<file path="src/rtl/rgb_ycbcr_pipe_pkg.sv">
`default_nettype none
// ============================================================================
// Module      : isp_pkg
// Description : BT.601 full-range coefficients, biases, mode encodings and
//               shared arithmetic helpers for the ISP colour front end.
// Revision    : 1.0
// ============================================================================
package isp_pkg;

    localparam logic [7:0] KY_R  = 8'd77;
    localparam logic [7:0] KY_G  = 8'd150;
    localparam logic [7:0] KY_B  = 8'd29;
    localparam logic [7:0] KCB_R = 8'd43;
    localparam logic [7:0] KCB_G = 8'd85;
    localparam logic [7:0] KCB_B = 8'd128;
    localparam logic [7:0] KCR_R = 8'd128;
    localparam logic [7:0] KCR_G = 8'd107;
    localparam logic [7:0] KCR_B = 8'd21;

    localparam int RND   = 128;
    localparam int CBIAS = 32896;

    typedef enum logic [1:0] {
        MODE_GRAY = 2'd0,
        MODE_YCC  = 2'd1,
        MODE_RGB  = 2'd2,
        MODE_BIN  = 2'd3
    } mode_e;

    typedef struct packed {
        logic [7:0] r;
        logic [7:0] g;
        logic [7:0] b;
    } rgb_t;

    typedef struct packed {
        logic [15:0] yr, yg, yb;
        logic [15:0] cbr, cbg, cbb;
        logic [15:0] crr, crg, crb;
    } prod_t;

    function automatic logic [15:0] mul8(input logic [7:0] a, input logic [7:0] b);
        return {8'd0, a} * {8'd0, b};
    endfunction

    // Drop the 8 fraction bits, then saturate the signed result to [0,255].
    function automatic logic [7:0] sat8(input logic signed [17:0] acc);
        logic [9:0] q;
        q = acc[17:8];
        if (q[9])      return 8'd0;
        else if (q[8]) return 8'hFF;
        else           return q[7:0];
    endfunction

endpackage
`default_nettype wire

</file>
<file path="src/rtl/rgb_ycbcr_pipe_if.sv">
`default_nettype none
// ============================================================================
// Module      : rgb_ycbcr_pipe_if
// Description : DVP-style pixel bus (hsync/vsync/de/data).
// Revision    : 1.0
// ============================================================================
interface rgb_ycbcr_pipe_if;
    logic        hsync;
    logic        vsync;
    logic        de;
    logic [23:0] data;

    modport master (output hsync, vsync, de, data);
    modport slave  (input  hsync, vsync, de, data);
endinterface
`default_nettype wire

</file>
<file path="src/rtl/rgb_ycbcr_pipe_sync_delay.sv">
`default_nettype none
// ============================================================================
// Module      : isp_sync_delay
// Description : N-deep, W-wide shift register with synchronous reset.
// Revision    : 1.0
// ============================================================================
module isp_sync_delay #(
    parameter int N = 3,
    parameter int W = 1
) (
    input  wire logic         clk,
    input  wire logic         rst,
    input  wire logic [W-1:0] d_i,
    output logic      [W-1:0] q_o
);

    logic [N*W-1:0] sr_q;

    generate
        if (N == 1) begin : g_single
            always_ff @(posedge clk) begin
                if (rst) sr_q <= '0;
                else     sr_q <= d_i;
            end
        end else begin : g_chain
            always_ff @(posedge clk) begin
                if (rst) sr_q <= '0;
                else     sr_q <= {sr_q[(N-1)*W-1:0], d_i};
            end
        end
    endgenerate

    assign q_o = sr_q[N*W-1 -: W];

endmodule
`default_nettype wire

</file>
<file path="src/rtl/rgb_ycbcr_pipe.sv">
`default_nettype none
// ============================================================================
// Module      : rgb_ycbcr_pipe
// Description : 3-stage RGB565/888 to gray / YCbCr / RGB / binary converter.
// Revision    : 1.0
// ============================================================================
module rgb_ycbcr_pipe
    import isp_pkg::*;
#(
    parameter int         IN_FMT  = 0,
    parameter bit         VS_POL  = 1'b1,
    parameter logic [7:0] THR_RST = 8'd128
) (
    input  wire logic              clk,
    input  wire logic              rst,
    rgb_ycbcr_pipe_if.slave        in_if,
    rgb_ycbcr_pipe_if.master       out_if,
    input  wire logic [1:0]        cfg_mode,
    input  wire logic [7:0]        cfg_thresh,
    output logic      [1:0]        act_mode
);

    rgb_t  w_pix;
    mode_e w_mode_d;
    logic  [7:0] w_thr_d;
    logic  w_vs_edge;
    prod_t w_prod_d;

    mode_e act_mode_q;
    logic  [7:0] act_thr_q;
    logic  vsync_prev_q;

    prod_t s1_prod_q;
    rgb_t  s1_pix_q;
    mode_e s1_mode_q;
    logic  [7:0] s1_thr_q;

    logic signed [17:0] s2_y_q, s2_cb_q, s2_cr_q;
    rgb_t  s2_pix_q;
    mode_e s2_mode_q;
    logic  [7:0] s2_thr_q;

    logic  [23:0] w_out_d;
    logic  [23:0] out_data_q;
    logic  [2:0]  w_sync;

    generate
        if (IN_FMT == 0) begin : g_fmt565
            logic [7:0] w_unused;
            assign w_unused = in_if.data[23:16];
            assign w_pix.r  = {in_if.data[15:11], in_if.data[15:13]};
            assign w_pix.g  = {in_if.data[10:5],  in_if.data[10:9]};
            assign w_pix.b  = {in_if.data[4:0],   in_if.data[4:2]};
        end else begin : g_fmt888
            assign w_pix = in_if.data;
        end
    endgenerate

    // The edge pixel itself already sees the new configuration.
    assign w_vs_edge = (vsync_prev_q != VS_POL) && (in_if.vsync == VS_POL);
    assign w_mode_d  = w_vs_edge ? mode_e'(cfg_mode) : act_mode_q;
    assign w_thr_d   = w_vs_edge ? cfg_thresh : act_thr_q;

    always_comb begin
        w_prod_d     = '0;
        w_prod_d.yr  = mul8(w_pix.r, KY_R);
        w_prod_d.yg  = mul8(w_pix.g, KY_G);
        w_prod_d.yb  = mul8(w_pix.b, KY_B);
        w_prod_d.cbr = mul8(w_pix.r, KCB_R);
        w_prod_d.cbg = mul8(w_pix.g, KCB_G);
        w_prod_d.cbb = mul8(w_pix.b, KCB_B);
        w_prod_d.crr = mul8(w_pix.r, KCR_R);
        w_prod_d.crg = mul8(w_pix.g, KCR_G);
        w_prod_d.crb = mul8(w_pix.b, KCR_B);
    end

    always_ff @(posedge clk) begin
        if (rst) begin
            act_mode_q   <= MODE_GRAY;
            act_thr_q    <= THR_RST;
            vsync_prev_q <= ~VS_POL;
            s1_prod_q    <= '0;
            s1_pix_q     <= '0;
            s1_mode_q    <= MODE_GRAY;
            s1_thr_q     <= '0;
            s2_y_q       <= '0;
            s2_cb_q      <= '0;
            s2_cr_q      <= '0;
            s2_pix_q     <= '0;
            s2_mode_q    <= MODE_GRAY;
            s2_thr_q     <= '0;
            out_data_q   <= '0;
        end else begin
            act_mode_q   <= w_mode_d;
            act_thr_q    <= w_thr_d;
            vsync_prev_q <= in_if.vsync;

            s1_prod_q    <= w_prod_d;
            s1_pix_q     <= w_pix;
            s1_mode_q    <= w_mode_d;
            s1_thr_q     <= w_thr_d;

            // 18-bit modular sums; the bias keeps every real result non-negative.
            s2_y_q  <= 18'(s1_prod_q.yr) + 18'(s1_prod_q.yg) + 18'(s1_prod_q.yb) + 18'(RND);
            s2_cb_q <= 18'(s1_prod_q.cbb) - 18'(s1_prod_q.cbr) - 18'(s1_prod_q.cbg) + 18'(CBIAS);
            s2_cr_q <= 18'(s1_prod_q.crr) - 18'(s1_prod_q.crg) - 18'(s1_prod_q.crb) + 18'(CBIAS);
            s2_pix_q     <= s1_pix_q;
            s2_mode_q    <= s1_mode_q;
            s2_thr_q     <= s1_thr_q;

            out_data_q   <= w_out_d;
        end
    end

    always_comb begin
        logic [7:0] y, cb, cr;
        y       = sat8(s2_y_q);
        cb      = sat8(s2_cb_q);
        cr      = sat8(s2_cr_q);
        w_out_d = '0;
        case (s2_mode_q)
            MODE_GRAY: w_out_d = {y, y, y};
            MODE_YCC:  w_out_d = {y, cb, cr};
            MODE_RGB:  w_out_d = s2_pix_q;
            MODE_BIN:  w_out_d = (y >= s2_thr_q) ? 24'hFFFFFF : 24'h000000;
            default:   w_out_d = '0;
        endcase
    end

    isp_sync_delay #(
        .N (3),
        .W (3)
    ) u_sync_delay (
        .clk (clk),
        .rst (rst),
        .d_i ({in_if.hsync, in_if.vsync, in_if.de}),
        .q_o (w_sync)
    );

    assign out_if.hsync = w_sync[2];
    assign out_if.vsync = w_sync[1];
    assign out_if.de    = w_sync[0];
    assign out_if.data  = out_data_q & {24{w_sync[0]}};
    assign act_mode     = act_mode_q;

endmodule
`default_nettype wire

</file>
<file path="src/flat_wrapper.sv">
// flat-port wrapper written by rule: the top's interface ports become plain ports
module rgb_ycbcr_pipe_flat import isp_pkg::*;
#(
    parameter int         IN_FMT  = 0,
    parameter bit         VS_POL  = 1'b1,
    parameter logic [7:0] THR_RST = 8'd128
)
  (clk, rst, cfg_mode, cfg_thresh, act_mode, in_if_hsync, in_if_vsync, in_if_de, in_if_data, out_if_hsync, out_if_vsync, out_if_de, out_if_data);
  rgb_ycbcr_pipe_if in_if_i ();
  rgb_ycbcr_pipe_if out_if_i ();
  input  wire logic clk;
  input  wire logic rst;
  input  wire logic [1:0] cfg_mode;
  input  wire logic [7:0] cfg_thresh;
  output logic      [1:0] act_mode;
  input wire logic [$bits(in_if_i.hsync)-1:0] in_if_hsync;
  input wire logic [$bits(in_if_i.vsync)-1:0] in_if_vsync;
  input wire logic [$bits(in_if_i.de)-1:0] in_if_de;
  input wire logic [$bits(in_if_i.data)-1:0] in_if_data;
  output wire logic [$bits(out_if_i.hsync)-1:0] out_if_hsync;
  output wire logic [$bits(out_if_i.vsync)-1:0] out_if_vsync;
  output wire logic [$bits(out_if_i.de)-1:0] out_if_de;
  output wire logic [$bits(out_if_i.data)-1:0] out_if_data;
  assign in_if_i.hsync = in_if_hsync;
  assign in_if_i.vsync = in_if_vsync;
  assign in_if_i.de = in_if_de;
  assign in_if_i.data = in_if_data;
  assign out_if_hsync = out_if_i.hsync;
  assign out_if_vsync = out_if_i.vsync;
  assign out_if_de = out_if_i.de;
  assign out_if_data = out_if_i.data;
  rgb_ycbcr_pipe #(.IN_FMT(IN_FMT), .VS_POL(VS_POL), .THR_RST(THR_RST)) u_core (.clk(clk), .rst(rst), .in_if(in_if_i), .out_if(out_if_i), .cfg_mode(cfg_mode), .cfg_thresh(cfg_thresh), .act_mode(act_mode));
endmodule
</file>
<file path="config.mk">
export PLATFORM = sky130hd
export DESIGN_NAME = rgb_ycbcr_pipe_flat
export DESIGN_NICKNAME = d
export VERILOG_FILES = /design/src/rtl/rgb_ycbcr_pipe_pkg.sv /design/src/rtl/rgb_ycbcr_pipe_if.sv /design/src/rtl/rgb_ycbcr_pipe_sync_delay.sv /design/src/rtl/rgb_ycbcr_pipe.sv /design/src/flat_wrapper.sv
export SDC_FILE = /design/constraint.sdc
export NUM_CORES = 1
export LEC_CHECK = 0
export CAP_MARGIN = 20
export CORE_MARGIN = 5
export CORE_UTILIZATION = 40
export DETAILED_ROUTE_END_ITERATION = 6
export GPL_ROUTABILITY_DRIVEN = 0
export GPL_TIMING_DRIVEN = 0
export PLACE_DENSITY = 0.59
export SLEW_MARGIN = 10
export SYNTH_ARGS = -nofsm -noshare
export SYNTH_HDL_FRONTEND = slang
export SYNTH_SLANG_ARGS = --single-unit
export TNS_END_PERCENT = 1
</file>
<file path="constraint.sdc">
create_clock -name clk -period 5.08 [get_ports clk]
set_input_delay 0.508 -clock clk [delete_from_list [all_inputs] [get_ports clk]]
set_output_delay 0.508 -clock clk [all_outputs]
set_load 0.02 [all_outputs]
</file>
==> results.toml, run 1 <==
[floorplanning]
die_w_um = 206.0
fp.dieArea_um2 = 42450
io_pins = 68
initial_core_util_pct = 40.62
row_count = 71
die_h_um = 206.0
core_region_area_um2 = 37840

[worst_setup_path]
r2r-start = "u_core.s1_prod_q[45]$_SDFF_PP0_"
slowest_delay_ns = 0.72
critPathSlowestCell = "clkdlybuf4s50_1"
critical_path_class = "input port to flop"
cp_common_cell = "inv_1"
startpoint = "in_if_data[7]"
critPathLaunchType = "input port"
worstReg2RegEnd = "u_core.s2_y_q[16]$_SDFF_PP0_"
cp.arrival_ns = 5.12
endpoint_kind = "flop"
r2r_cells = 16
crit_required_ns = 5.40
worst-path-max-fanout = 8
reg2reg_slack_ns = 0.96
crit_chain = "clkdlybuf4s50_1 > ha_1 > inv_1 > fa_1 > inv_1 > fa_1 > inv_1 > fa_1 > inv_1 > ha_1 > a2111oi_0 > o21ai_0 > a41oi_1 > xor2_1 > nor2_1"

[logic_synthesis]
yosysWarnings = 0
synth_cells = 1733
synthTopCellsByArea = "dfxtp_1 26%, ha_1 25%, fa_1 7.4%"
synth.cell_area_um2 = 15370
yosysTopAreaCell = "dfxtp_1"
synthFlopType = "dfxtp_1"
synth-seq-area-share_pct = 26.04
synth-edff-count = 0
synth.top_cell.area_share_pct = 26.04
synth_fp_nets = 2140
ys_types = 64
avgSynthCellArea_um2 = 8.871
ys_ff_latch = 200
synth-async-reset-ratio_pct = 0

[detailed_routing]
finalWirelength_mm = 36.91
wl_per_cell_um = 15.81
num_vias = 11710
drtIter0Drc = 500
firstDrtPassIters = 5
vias_per_cell = 5.014
drc = 0
ant_nets = 0

[clock_tree]
root_buffer = "clkbuf_16"
htreeDepth = 4
cts_buffers = 17
clk_pin_slew_worst_paths_ns = 0.07
insertion_delay_ns = 0.44
cts_sinks = 200
clockBufferDepth = 2
cts_tree = "yes"
post-cts-setup-buffers = 0

[layout]
final_common_cell = "ha_1"
regArea_um2 = 4004
drive_above_1_share_pct = 3.235
fin_cells = 2335
syn_to_final_growth_pct = 11.67
nNetsFinal = 2218
antenna_cells = 0
post-route-util_pct = 45.36
layout_common_cells = "311 x ha_1, 239 x inv_1, 200 x dfxtp_1"
multi_input_area_um2 = 10320
fillers = 3758

[power]
switching_share_pct = 42.99
power.switching_uw = 3657
p_seq_share_pct = 24.1
p_int_uw = 4850
p_clk_share_pct = 15.4
power_leakage_uw = 0.008209
power_density_nw_per_um2 = 495.5
ir_worst_vdd_mv = 0.2886
combPwrFrac_pct = 60.5

[timing]
setup_viol = 0
timing.final.crit_share_pct = 94.46
max_freq_mhz = 208.4
tightest_slew_ns = 0.9523
fin_skew_ns = 0.01317
rsz0062_at_grt = "no"
period_minus_slack_ns = 4.799
report.final.slew_viol_count = 0
slew-limit-headroom_pct = 36.51
hold_viol = 0

[global_routing]
antenna_found_initial = 0
grt_start_max_net_pins = 19
grt_pass1_wl_mm = 58.91
overflow = 0
grt_pass1_vias = 11580
grt_usage_pct = 17.64

[outcome]
outcome = "complete, no violations"

[placed_design]
hpwlAfterDp_mm = 30.66
io_buffers = 59
place_inst = 2303

[flow_run]
cap_violations = 0

[hold_path]
worstHoldPathCells = 1
hold_end = "u_core.s2_pix_q[10]$_SDFF_PP0_"
hold_start = "u_core.s1_pix_q[10]$_SDFF_PP0_"
min_path_type = "flop to flop"
-- registers in the layout, indices dropped and copies added (netlist names) --
register and flops:
u_core.s1_prod_q 94, u_core.out_data_q 24, u_core.s2_pix_q 16, u_core.s2_cb_q 10, u_core.s2_cr_q 10, u_core.s2_y_q 10, u_core.u_sync_delay.sr_q 9, u_core.s1_thr_q 8
u_core.s2_thr_q 8, u_core.s1_pix_q 6, u_core.act_mode 2, u_core.s2_mode_q 2, u_core.act_thr_q 1
-- layer usage --
layer | track usage (%) | part of all wire [%] | vias up
met4 | 6.036 | 3.0 | 0
met5 | 0 | 0 | -
met3 | 2.103 | 3.7 | 61
met1 | 23.29 | 47 | 5458
met2 | 29.96 | 46 | 205
li1 | - | - | 5983
-- what timing repair did --
item	in CTS	in global routing
resized for setup	0	1
hold buffers	0	0
setup endpoints to repair	0	1
-- kinds of logic (layout without fill, tap and decap cells) --
group | count (synthesis) | count (layout) | synth area share, %
and+or+nand+nor | 458 | 458 | 14.32
DFF | 200 | 200 | 26.04
adders and majority gates | 368 | 368 | 32.73
buffers and inverters | 279 | 370 | 6.828
xor gates and xnor gates | 104 | 104 | 5.925
other | 1 | 1 | 0.02439
muxes | 8 | 8 | 0.5941
AOI/OAI and AO/OA | 315 | 315 | 13.53
-- per-stage QoR --
stage                     total power [uW]  setup TNS (ns)  worst slack, ns  hold slack [ns]  instance area, um^2
after floorplan                       6094               0            1.224           0.4138                15370
after global placement                7112         -0.3733          -0.2185           0.4154                16600
after detailed placement              7203         -0.3798          -0.2318           0.4247                16600
after CTS                             8548               0           0.2385           0.4377                17170
after global routing                  9380               0          0.04660           0.4499                17170
final                                 8506               0           0.2814           0.4356                17170
-- power by group through the flow --
stage	Clock [uW]	Sequential [uW]	Combinational, uW
after floorplan	0	2030	4060
after global placement	0	2090	5020
after detailed placement	0	2100	5110
after CTS	1330	2060	5160
after global routing	1400	2090	5890
final	1310	2050	5140
-- area by class of cell --
type                            instances  share of cell area (%)
Tap cell                              511                   3.724
Clock buffer                           20                   2.660
Buffer                                 39                  0.8673
Multi-Input combinational cell       1254                   60.11
Inverter                              240                   5.247
Timing Repair Buffer                   59                   3.455
Sequential cell                       200                   23.32
Clock inverter                         12                  0.6122
-- how the worst max path moves through the flow --
stage | to | cells past startpoint | slack, ns
4_1_cts | u_core.s1_prod_q[29]$_SDFF_PP0_ | 15 | 0.24
3_5_place_dp | u_core.s1_prod_q[29]$_SDFF_PP0_ | 15 | -0.23
2_1_floorplan | u_core.s1_prod_q[29]$_SDFF_PP0_ | 14 | 1.22
3_3_place_gp | u_core.s1_prod_q[29]$_SDFF_PP0_ | 15 | -0.22
5_1_grt | u_core.s1_prod_q[29]$_SDFF_PP0_ | 15 | 0.05
6_report | u_core.s1_prod_q[29]$_SDFF_PP0_ | 15 | 0.28
-- synth_stat cells (42+ instances only) --
cell type / number
o21ai_0: 53
xor2_1: 46
inv_1: 239
ha_1: 311
nor3_1: 42
xnor2_1: 58
nor2b_1: 71
fa_1: 57
dfxtp_1: 200
nor2_1: 180
a21oi_1: 92
nand2_1: 65
-- worst max-delay path, delay by kind of cell --
kind,cells,cell delay [ns]
adder cells (fa/ha/maj),5,2.27
AO/OA/AOI/OAI,3,1.13
buffers and inverters,5,0.95
XOR/XNOR,1,0.20
AND/OR/NAND/NOR,1,0.06
(Power assumes the default switching activity.)
==> run 2, diff against run 1 <==
--- a/config.mk
+++ b/config.mk
@@ -8,6 +8,7 @@
 export CAP_MARGIN = 20
 export CORE_MARGIN = 5
 export CORE_UTILIZATION = 40
+export CTS_CLUSTER_DIAMETER = 60
 export DETAILED_ROUTE_END_ITERATION = 6
 export GPL_ROUTABILITY_DRIVEN = 0
 export GPL_TIMING_DRIVEN = 0
==> results of run 2 <==
Same layout as run 1: the final DEF is identical, and so are final timing and power.
==> run 3, diff against run 2 <==
--- a/config.mk
+++ b/config.mk
@@ -7,12 +7,12 @@
 export LEC_CHECK = 0
 export CAP_MARGIN = 20
 export CORE_MARGIN = 5
-export CORE_UTILIZATION = 40
+export CORE_UTILIZATION = 35
 export CTS_CLUSTER_DIAMETER = 60
 export DETAILED_ROUTE_END_ITERATION = 6
 export GPL_ROUTABILITY_DRIVEN = 0
 export GPL_TIMING_DRIVEN = 0
-export PLACE_DENSITY = 0.59
+export PLACE_DENSITY = 0.53
 export SLEW_MARGIN = 10
 export SYNTH_ARGS = -nofsm -noshare
 export SYNTH_HDL_FRONTEND = slang
==> results.toml, run 3 (synthesis results as in run 1) <==
[outcome]
outcome = "complete, no violations"

[layout]
fillers = 4381
post-route-util_pct = 39.98
final_common_cell = "ha_1"
nNetsFinal = 2218
regArea_um2 = 4004
largest_reg_flops = 94
top_regs = "u_core.s1_prod_q: 94 flops, u_core.out_data_q: 24 flops, u_core.s2_pix_q: 16 flops"
layout_common_cells = "311 x ha_1, 239 x inv_1, 200 x dfxtp_1"
syn_to_final_growth_pct = 12.53
drive_above_1_share_pct = 3.236
top_register = "u_core.s1_prod_q"
antenna_cells = 0
multi_input_area_um2 = 10320
stdcell_area_um2 = 17300

[floorplanning]
row_count = 76
die_h_um = 219.6
die_w_um = 219.6
fp.dieArea_um2 = 48220
initial_core_util_pct = 35.53
io_pins = 68
core_region_area_um2 = 43270

[timing]
setup_viol = 0
tightest_slew_ns = 0.9680
slew-limit-headroom_pct = 35.47
timing.final.crit_share_pct = 92.37
hold_viol = 0
fin_skew_ns = 0.007587
period_minus_slack_ns = 4.692
report.final.slew_viol_count = 0
max_freq_mhz = 213.1
rsz0062_at_grt = "no"
hold_slack_ns = 0.4403

[detailed_routing]
met1Wirelength_mm = 18.29
dr_wl_met3_mm = 1.256
wl_per_cell_um = 15.91
vias_per_cell = 4.832
wl_met2_mm = 17.83
finalWirelength_mm = 38.32
drtIter0Drc = 545
num_vias = 11640
top_layer = "met5"
firstDrtPassIters = 5
ant_nets = 0
drc = 0

[hold_path]
worstHoldPathCells = 1
hold_end = "u_core.s2_thr_q[7]$_SDFF_PP0_"
min_path_type = "flop to flop"
hold_start = "u_core.s1_thr_q[7]$_SDFF_PP0_"

[clock_tree]
cts_hold_buf = 0
post-cts-setup-buffers = 0
htreeDepth = 4
cts_sinks = 200
cts_buffers = 17
clk_pin_slew_worst_paths_ns = 0.07
cts_tree = "yes"
post_cts_resized = 0
root_buffer = "clkbuf_16"
clockBufferDepth = 2
insertion_delay_ns = 0.44

[global_routing]
antenna_found_initial = 1
grt_start_max_net_pins = 20
overflow = 0
grt_usage_pct = 16.21
grt_pass1_wl_mm = 61.44
grt_pass1_vias = 11740

[power]
power_density_nw_per_um2 = 495.2
ir_worst_vdd_mv = 0.2634
power_leakage_uw = 0.008220

[worst_setup_path]
crit_required_ns = 5.39
reg2reg_slack_ns = 1.06
critical_path_class = "input port to flop"
cp.arrival_ns = 5.01
worst-path-max-fanout = 8
r2r_cells = 16
worstReg2RegEnd = "u_core.s2_y_q[14]$_SDFF_PP0_"
critPathLaunchType = "input port"
startpoint = "in_if_data[7]"
r2r-start = "u_core.s1_pix_q[14]$_SDFF_PP0_"
endpoint_kind = "flop"

[placed_design]
hpwlAfterDp_mm = 31.96
io_buffers = 59
postPlaceCellArea_um2 = 16700

[flow_run]
cap_violations = 0
==> run 3: cell count changes in the layout (fill, tap and decap cells not counted), sizes merged <==
cell	previous run	this run
clkinv	4	5
clkbuf	47	45
bufinv	0	1
inv	246	245
==> run 3: power breakdown <==
| part | total (uW) | switching, uW | internal (uW) | leakage [uW] |
|---|---|---|---|---|
| clock network | 1370 | 655 | 713 | 0.000286 |
| logic | 5130 | 2880 | 2260 | 0.00628 |
| registers | 2070 | 142 | 1920 | 0.00166 |
==> run 3: layout make-up <==
cell class | instances | area share (%)
Multi-Input combinational cell | 1254 | 59.66
Buffer | 39 | 0.8607
Inverter | 240 | 5.208
Clock inverter | 13 | 0.9258
Tap cell | 585 | 4.231
Clock buffer | 18 | 2.539
Timing Repair Buffer | 59 | 3.428
Sequential cell | 200 | 23.14
==> run 3: worst max-delay path by stage <==
stage / slack (ns) / cells past startpoint / end
5_1_grt: 0.05 / 15 / u_core.s1_prod_q[29]$_SDFF_PP0_
2_1_floorplan: 1.22 / 14 / u_core.s1_prod_q[29]$_SDFF_PP0_
3_5_place_dp: -0.38 / 15 / u_core.s1_prod_q[29]$_SDFF_PP0_
6_report: 0.39 / 15 / u_core.s1_prod_q[29]$_SDFF_PP0_
4_1_cts: 0.06 / 15 / u_core.s1_prod_q[29]$_SDFF_PP0_
3_3_place_gp: -0.30 / 15 / u_core.s1_prod_q[29]$_SDFF_PP0_
==> run 3: critical path, cell delays in order <==
cell and delay [ns]:
clkdlybuf4s50_1 0.75, ha_1 0.56, inv_1 0.08, fa_1 0.50
inv_1 0.05, fa_1 0.49, inv_1 0.05, fa_1 0.49
inv_1 0.04, ha_1 0.23, a2111oi_1 0.45, o21ai_0 0.24
a41oi_1 0.29, xor2_1 0.20, nor2_1 0.06
==> run 3: stage by stage <==
step	setup TNS (ns)	cells	worst slack, ns	power, uW
floorplan	0	1733	1.224	6094
global placement	-0.4930	2377	-0.3023	7168
detailed placement	-0.6354	2377	-0.3845	7219
CTS	0	2408	0.06135	8638
global route	0	2408	0.04779	9481
finish	0	2408	0.3875	8566
==> run 3: metal layers <==
| metal | GRT usage, % | vias up |
|---|---|---|
| met5 | 0 | - |
| met4 | 5.034 | 2 |
| met3 | 2.184 | 51 |
| met2 | 27.58 | 197 |
| met1 | 21.41 | 5402 |
| li1 | - | 5983 |
==> patch 1, RTL diff (config.mk and constraints of run 2) <==
Reset style: asynchronous (`rst`), changed in 3 clocked blocks. Comments in the files are not updated.
--- a/src/rtl/rgb_ycbcr_pipe_sync_delay.sv
+++ b/src/rtl/rgb_ycbcr_pipe_sync_delay.sv
@@ -18,12 +18,12 @@
 
     generate
         if (N == 1) begin : g_single
-            always_ff @(posedge clk) begin
+            always_ff @(posedge clk or posedge rst) begin
                 if (rst) sr_q <= '0;
                 else     sr_q <= d_i;
             end
         end else begin : g_chain
-            always_ff @(posedge clk) begin
+            always_ff @(posedge clk or posedge rst) begin
                 if (rst) sr_q <= '0;
                 else     sr_q <= {sr_q[(N-1)*W-1:0], d_i};
             end
--- a/src/rtl/rgb_ycbcr_pipe.sv
+++ b/src/rtl/rgb_ycbcr_pipe.sv
@@ -74,7 +74,7 @@
         w_prod_d.crb = mul8(w_pix.b, KCR_B);
     end
 
-    always_ff @(posedge clk) begin
+    always_ff @(posedge clk or posedge rst) begin
         if (rst) begin
             act_mode_q   <= MODE_GRAY;
             act_thr_q    <= THR_RST;
Function: changed (a bounded check fails within 4 cycles, from zero or initial values and one cycle with rst high; the reset may be asserted at any time).
==> patch 1 against run 2 <==
Non-clock buffer count fell by 19; sequential power rose by 20%; highest routed layer unchanged; sequential cell count did not move; via count fell by 9.8%; power rose by 24%; largest cell class unchanged; first-iteration DRC count fell by 1.0%; routed wire length fell by 13%; worst setup slack improved by 0.020 ns; critical path type unchanged; final area rose by 1.6%; area after synthesis rose by 1.0%.
==> patch 1: results (changes against run 2) <==
hold_end: "u_core.u_sync_delay.sr_q[8]$_DFF_PP0_"  # was u_core.s2_pix_q[10]$_SDFF_PP0_
yosysSeqAreaShare_pct: 32.2  # was 26.0%
wire_per_inst_um: 14.9  # was 15.8 µm
leakagePower_nw: 8.87  # was 8.21 nW
final_cell_count_no_fill: 2142  # was 2335
synth_area_leaders: "dfrtp_1, ha_1, fa_1, inv_1, xnor2_1"  # was dfxtp_1, ha_1, fa_1, inv_1, nor2_1
outcome: "complete, no violations"  # unchanged
avgSynthCellArea_um2: 10.2  # was 8.87 µm²
rrSetupSlack_ns: 0.57  # was 0.96 ns
nNonClkBuffers: 79  # was 98
hold_ws_ns: 0.351  # was 0.436 ns
nNetsFinal: 2022  # was 2218
drive_above_1_share_pct: 4.19  # was 3.23%
grt_pass1_wl_um: 53800  # was 58900 µm
worstHoldStart: "u_core.u_sync_delay.sr_q[5]$_DFF_PP0_"  # was u_core.s1_pix_q[10]$_SDFF_PP0_
drt_iter0_drc: 495  # was 500
cp-endpoint: "u_core.s1_prod_q[30]$_DFF_PP0_"  # was u_core.s1_prod_q[29]$_SDFF_PP0_
synthTopCellsByCount: "ha_1, inv_1, dfrtp_1"  # was ha_1, inv_1, dfxtp_1
cp-startpoint: "in_if_data[9]"  # was in_if_data[7]
utilization_pct: 45.2  # was 45.4%
grt_max_degree: 42  # was 19
multi_input_area_um2: 9540  # was 10300 µm²
place_area_um2: 16900  # was 16600 µm²
reg2reg_to: "u_core.s2_y_q[16]$_DFF_PP0_"  # was u_core.s2_y_q[16]$_SDFF_PP0_
synth_fp_nets: 1939  # was 2140
synthArstFlopShare_pct: 100  # was 0%
fill_cells: 3721  # was 3758
critPathMaxStageDelay_ns: 0.82  # was 0.72 ns
n_tap_cell: 518  # was 511
min_path_cells: 0  # was 1
timing.rr.start: "u_core.s1_pix_q[14]$_DFF_PP0_"  # was u_core.s1_prod_q[45]$_SDFF_PP0_
multi_input_gates: 1066  # was 1254
register_area_um2: 5010  # was 4000 µm²
grt_pass1_vias: 10900  # was 11.6k
clock_cell_area_share_pct: 3.26  # was 3.27%
post-place-ws_ns: -0.140  # was -0.232 ns
n_clock_buffer: 19  # was 20
r2r.worst_path.cells: 15  # was 16
final.period_utilization_pct: 94.1  # was 94.5%
grt_usage_pct: 15.2  # was 17.6%
buf_share_pct: 4.29  # was 4.32%
synth.distinct_cells: 70  # was 64
critPathMaxFanout: 11  # was 8
n_all_inverters: 247  # was 240
patch 1: logic make-up (layout without fill, tap and decap cells):
family / after synthesis / after routing / share of synthesized area [%]
buffers and inverters: 262 / 358 / 6.34
muxes: 10 / 10 / 0.725
and+or+nand+nor: 305 / 305 / 9.77
DFF: 200 / 200 / 32.2
adders and majority gates: 372 / 372 / 32.7
AOI/OAI and AO/OA: 260 / 260 / 11.5
xor gates and xnor gates: 118 / 118 / 6.66
other: 1 / 1 / 0.0242
patch 1: power groups by stage:
stage	Combinational, mW	Sequential [mW]	Clock [mW]
after CTS	6.83	2.48	1.33
after floorplan	5.42	2.37	0
after detailed placement	6.74	2.51	0
after global routing	7.78	2.52	1.40
final	6.77	2.47	1.29
after global placement	6.64	2.51	0
patch 1: metal layers:
metal	GRT usage (%)	vias up	routed length, µm
li1	-	5349	-
met5	0	-	0
met4	3.76	0	475
met3	2.24	27	903
met2	25.7	163	15100
met1	20.6	5023	15500
==> patch 2, RTL diff (settings of run 2) <==
Made on the original files. `N` is set to 3 in 2 places; all go to 2.
--- a/src/rtl/rgb_ycbcr_pipe_sync_delay.sv
+++ b/src/rtl/rgb_ycbcr_pipe_sync_delay.sv
@@ -5,7 +5,7 @@
 // Revision    : 1.0
 // ============================================================================
 module isp_sync_delay #(
-    parameter int N = 3,
+    parameter int N = 2,
     parameter int W = 1
 ) (
     input  wire logic         clk,
--- a/src/rtl/rgb_ycbcr_pipe.sv
+++ b/src/rtl/rgb_ycbcr_pipe.sv
@@ -128,7 +128,7 @@
     end
 
     isp_sync_delay #(
-        .N (3),
+        .N (2),
         .W (3)
     ) u_sync_delay (
         .clk (clk),
Formal check against the unedited RTL: not equivalent (Yosys sat finds a counterexample within 4 cycles, from zero or initial values and one cycle with rst high).
==> patch 2 against run 2 <==
Power down 0.59%; final area down 1.0%; critical path depth up 1; global-route usage down 0.15 points; worst hold slack better by 0.0018 ns; sequential cell count down 3; worst setup slack better by 0.11 ns; routed wire length down 2.5%; area after synthesis down 1.3%; critical path type unchanged; critical endpoint unchanged; largest power group unchanged.
==> patch 2: results (changes against run 2) <==
worstHoldStart: "u_core.s1_pix_q[13]$_SDFF_PP0_"  # was u_core.s1_pix_q[10]$_SDFF_PP0_
r2r.worst_path.cells: 17  # was 16
ir_worst_vdd_v: 0.000249  # was 0.000289 V
rrSetupSlack_ns: 0.84  # was 0.96 ns
critPathMaxStageDelay_ns: 0.66  # was 0.72 ns
drt_iter0_drc: 556  # was 500
grt_usage_pct: 17.5  # was 17.6%
place_area_um2: 16400  # was 16600 µm²
slowest_stage: "clkdlybuf4s50_1"  # unchanged
vias: 11400  # was 11.7k
viasPerCell: 4.92  # was 5.01
synth.distinct_cells: 59  # was 64
dp.cells: 2286  # was 2303
relSlewSlack_pct: 34.3  # was 36.5%
outcome: "complete, no violations"  # unchanged
yosysSeqAreaShare_pct: 26.0  # about the same
p_sw_mw: 3.60  # was 3.66 mW
hold_end: "u_core.s2_pix_q[13]$_SDFF_PP0_"  # was u_core.s2_pix_q[10]$_SDFF_PP0_
wire_per_inst_um: 15.5  # was 15.8 µm
cp.arrival_ns: 4.99  # was 5.12 ns
crit_family: "adder cells"  # unchanged
leakagePower_nw: 8.06  # was 8.21 nW
timing.rr.start: "u_core.s1_pix_q[14]$_SDFF_PP0_"  # was u_core.s1_prod_q[45]$_SDFF_PP0_
grt_pass1_wl_um: 58800  # was 58900 µm
synthTopCellsByCount: "ha_1, inv_1, dfxtp_1"  # unchanged
reg2reg_to: "u_core.s2_y_q[15]$_SDFF_PP0_"  # was u_core.s2_y_q[16]$_SDFF_PP0_
dp.final_hpwl_um: 30100  # was 30700 µm
finalClockSkew_ns: 0.00758  # was 0.0132 ns
intPower_mw: 4.85  # about the same
p_comb_share_pct: 60.3  # was 60.5%
cp-startpoint: "in_if_data[7]"  # unchanged
synthCells: 1716  # was 1733
synth_area_leaders: "dfxtp_1, ha_1, fa_1, inv_1, nor2_1"  # unchanged
fill_cells: 3688  # was 3758
-- patch 2: cells by family after synthesis --
| logic type | Yosys count | share of synthesized area, % |
|---|---|---|
| AOI/OAI and AO/OA | 288 | 12.3 |
| xor gates and xnor gates | 114 | 6.58 |
| adders and majority gates | 368 | 33.2 |
| buffers and inverters | 280 | 6.93 |
| DFF | 197 | 26.0 |
| muxes | 5 | 0.363 |
| other | 1 | 0.0247 |
| and+or+nand+nor | 463 | 14.6 |
-- patch 2: metrics by stage --
| step | utilization (%) | hold WS, ns | setup slack [ns] |
|---|---|---|---|
| floorplan | - | 0.414 | 0.969 |
| global placement | 43.6 | 0.420 | -0.363 |
| detailed placement | 43.6 | 0.427 | -0.424 |
| CTS | 45.2 | 0.441 | 0.0148 |
| global route | 45.2 | 0.452 | 0.145 |
| finish | 45.2 | 0.437 | 0.396 |
-- patch 2: routing by layer --
layer / vias to the layer above / wire length, µm / GRT usage, %
li1: 5919 / - / -
met1: 5259 / 17400 / 23.4
met2: 174 / 16900 / 30.3
met3: 43 / 971 / 1.63
met4: 0 / 697 / 4.71
met5: - / 0 / 0
-- patch 2: cell type report --
type | count | area (µm²) | area share (%)
flip-flops and latches | 197 | 3940 | 23.2
multi-input cells | 1239 | 10200 | 59.9
clock inverters | 14 | 143 | 0.840
plain buffers | 38 | 143 | 0.840
repair buffers | 59 | 593 | 3.49
inverters | 242 | 908 | 5.35
clock buffers | 18 | 439 | 2.59
well taps | 511 | 639 | 3.76
-- patch 2: repair_timing --
| action | 4_1_cts | 5_1_grt |
|---|---|---|
| resized for setup | 0 | 2 |
| setup buffers | 0 | 0 |
| endpoints found under the setup margin | 0 | 3 |
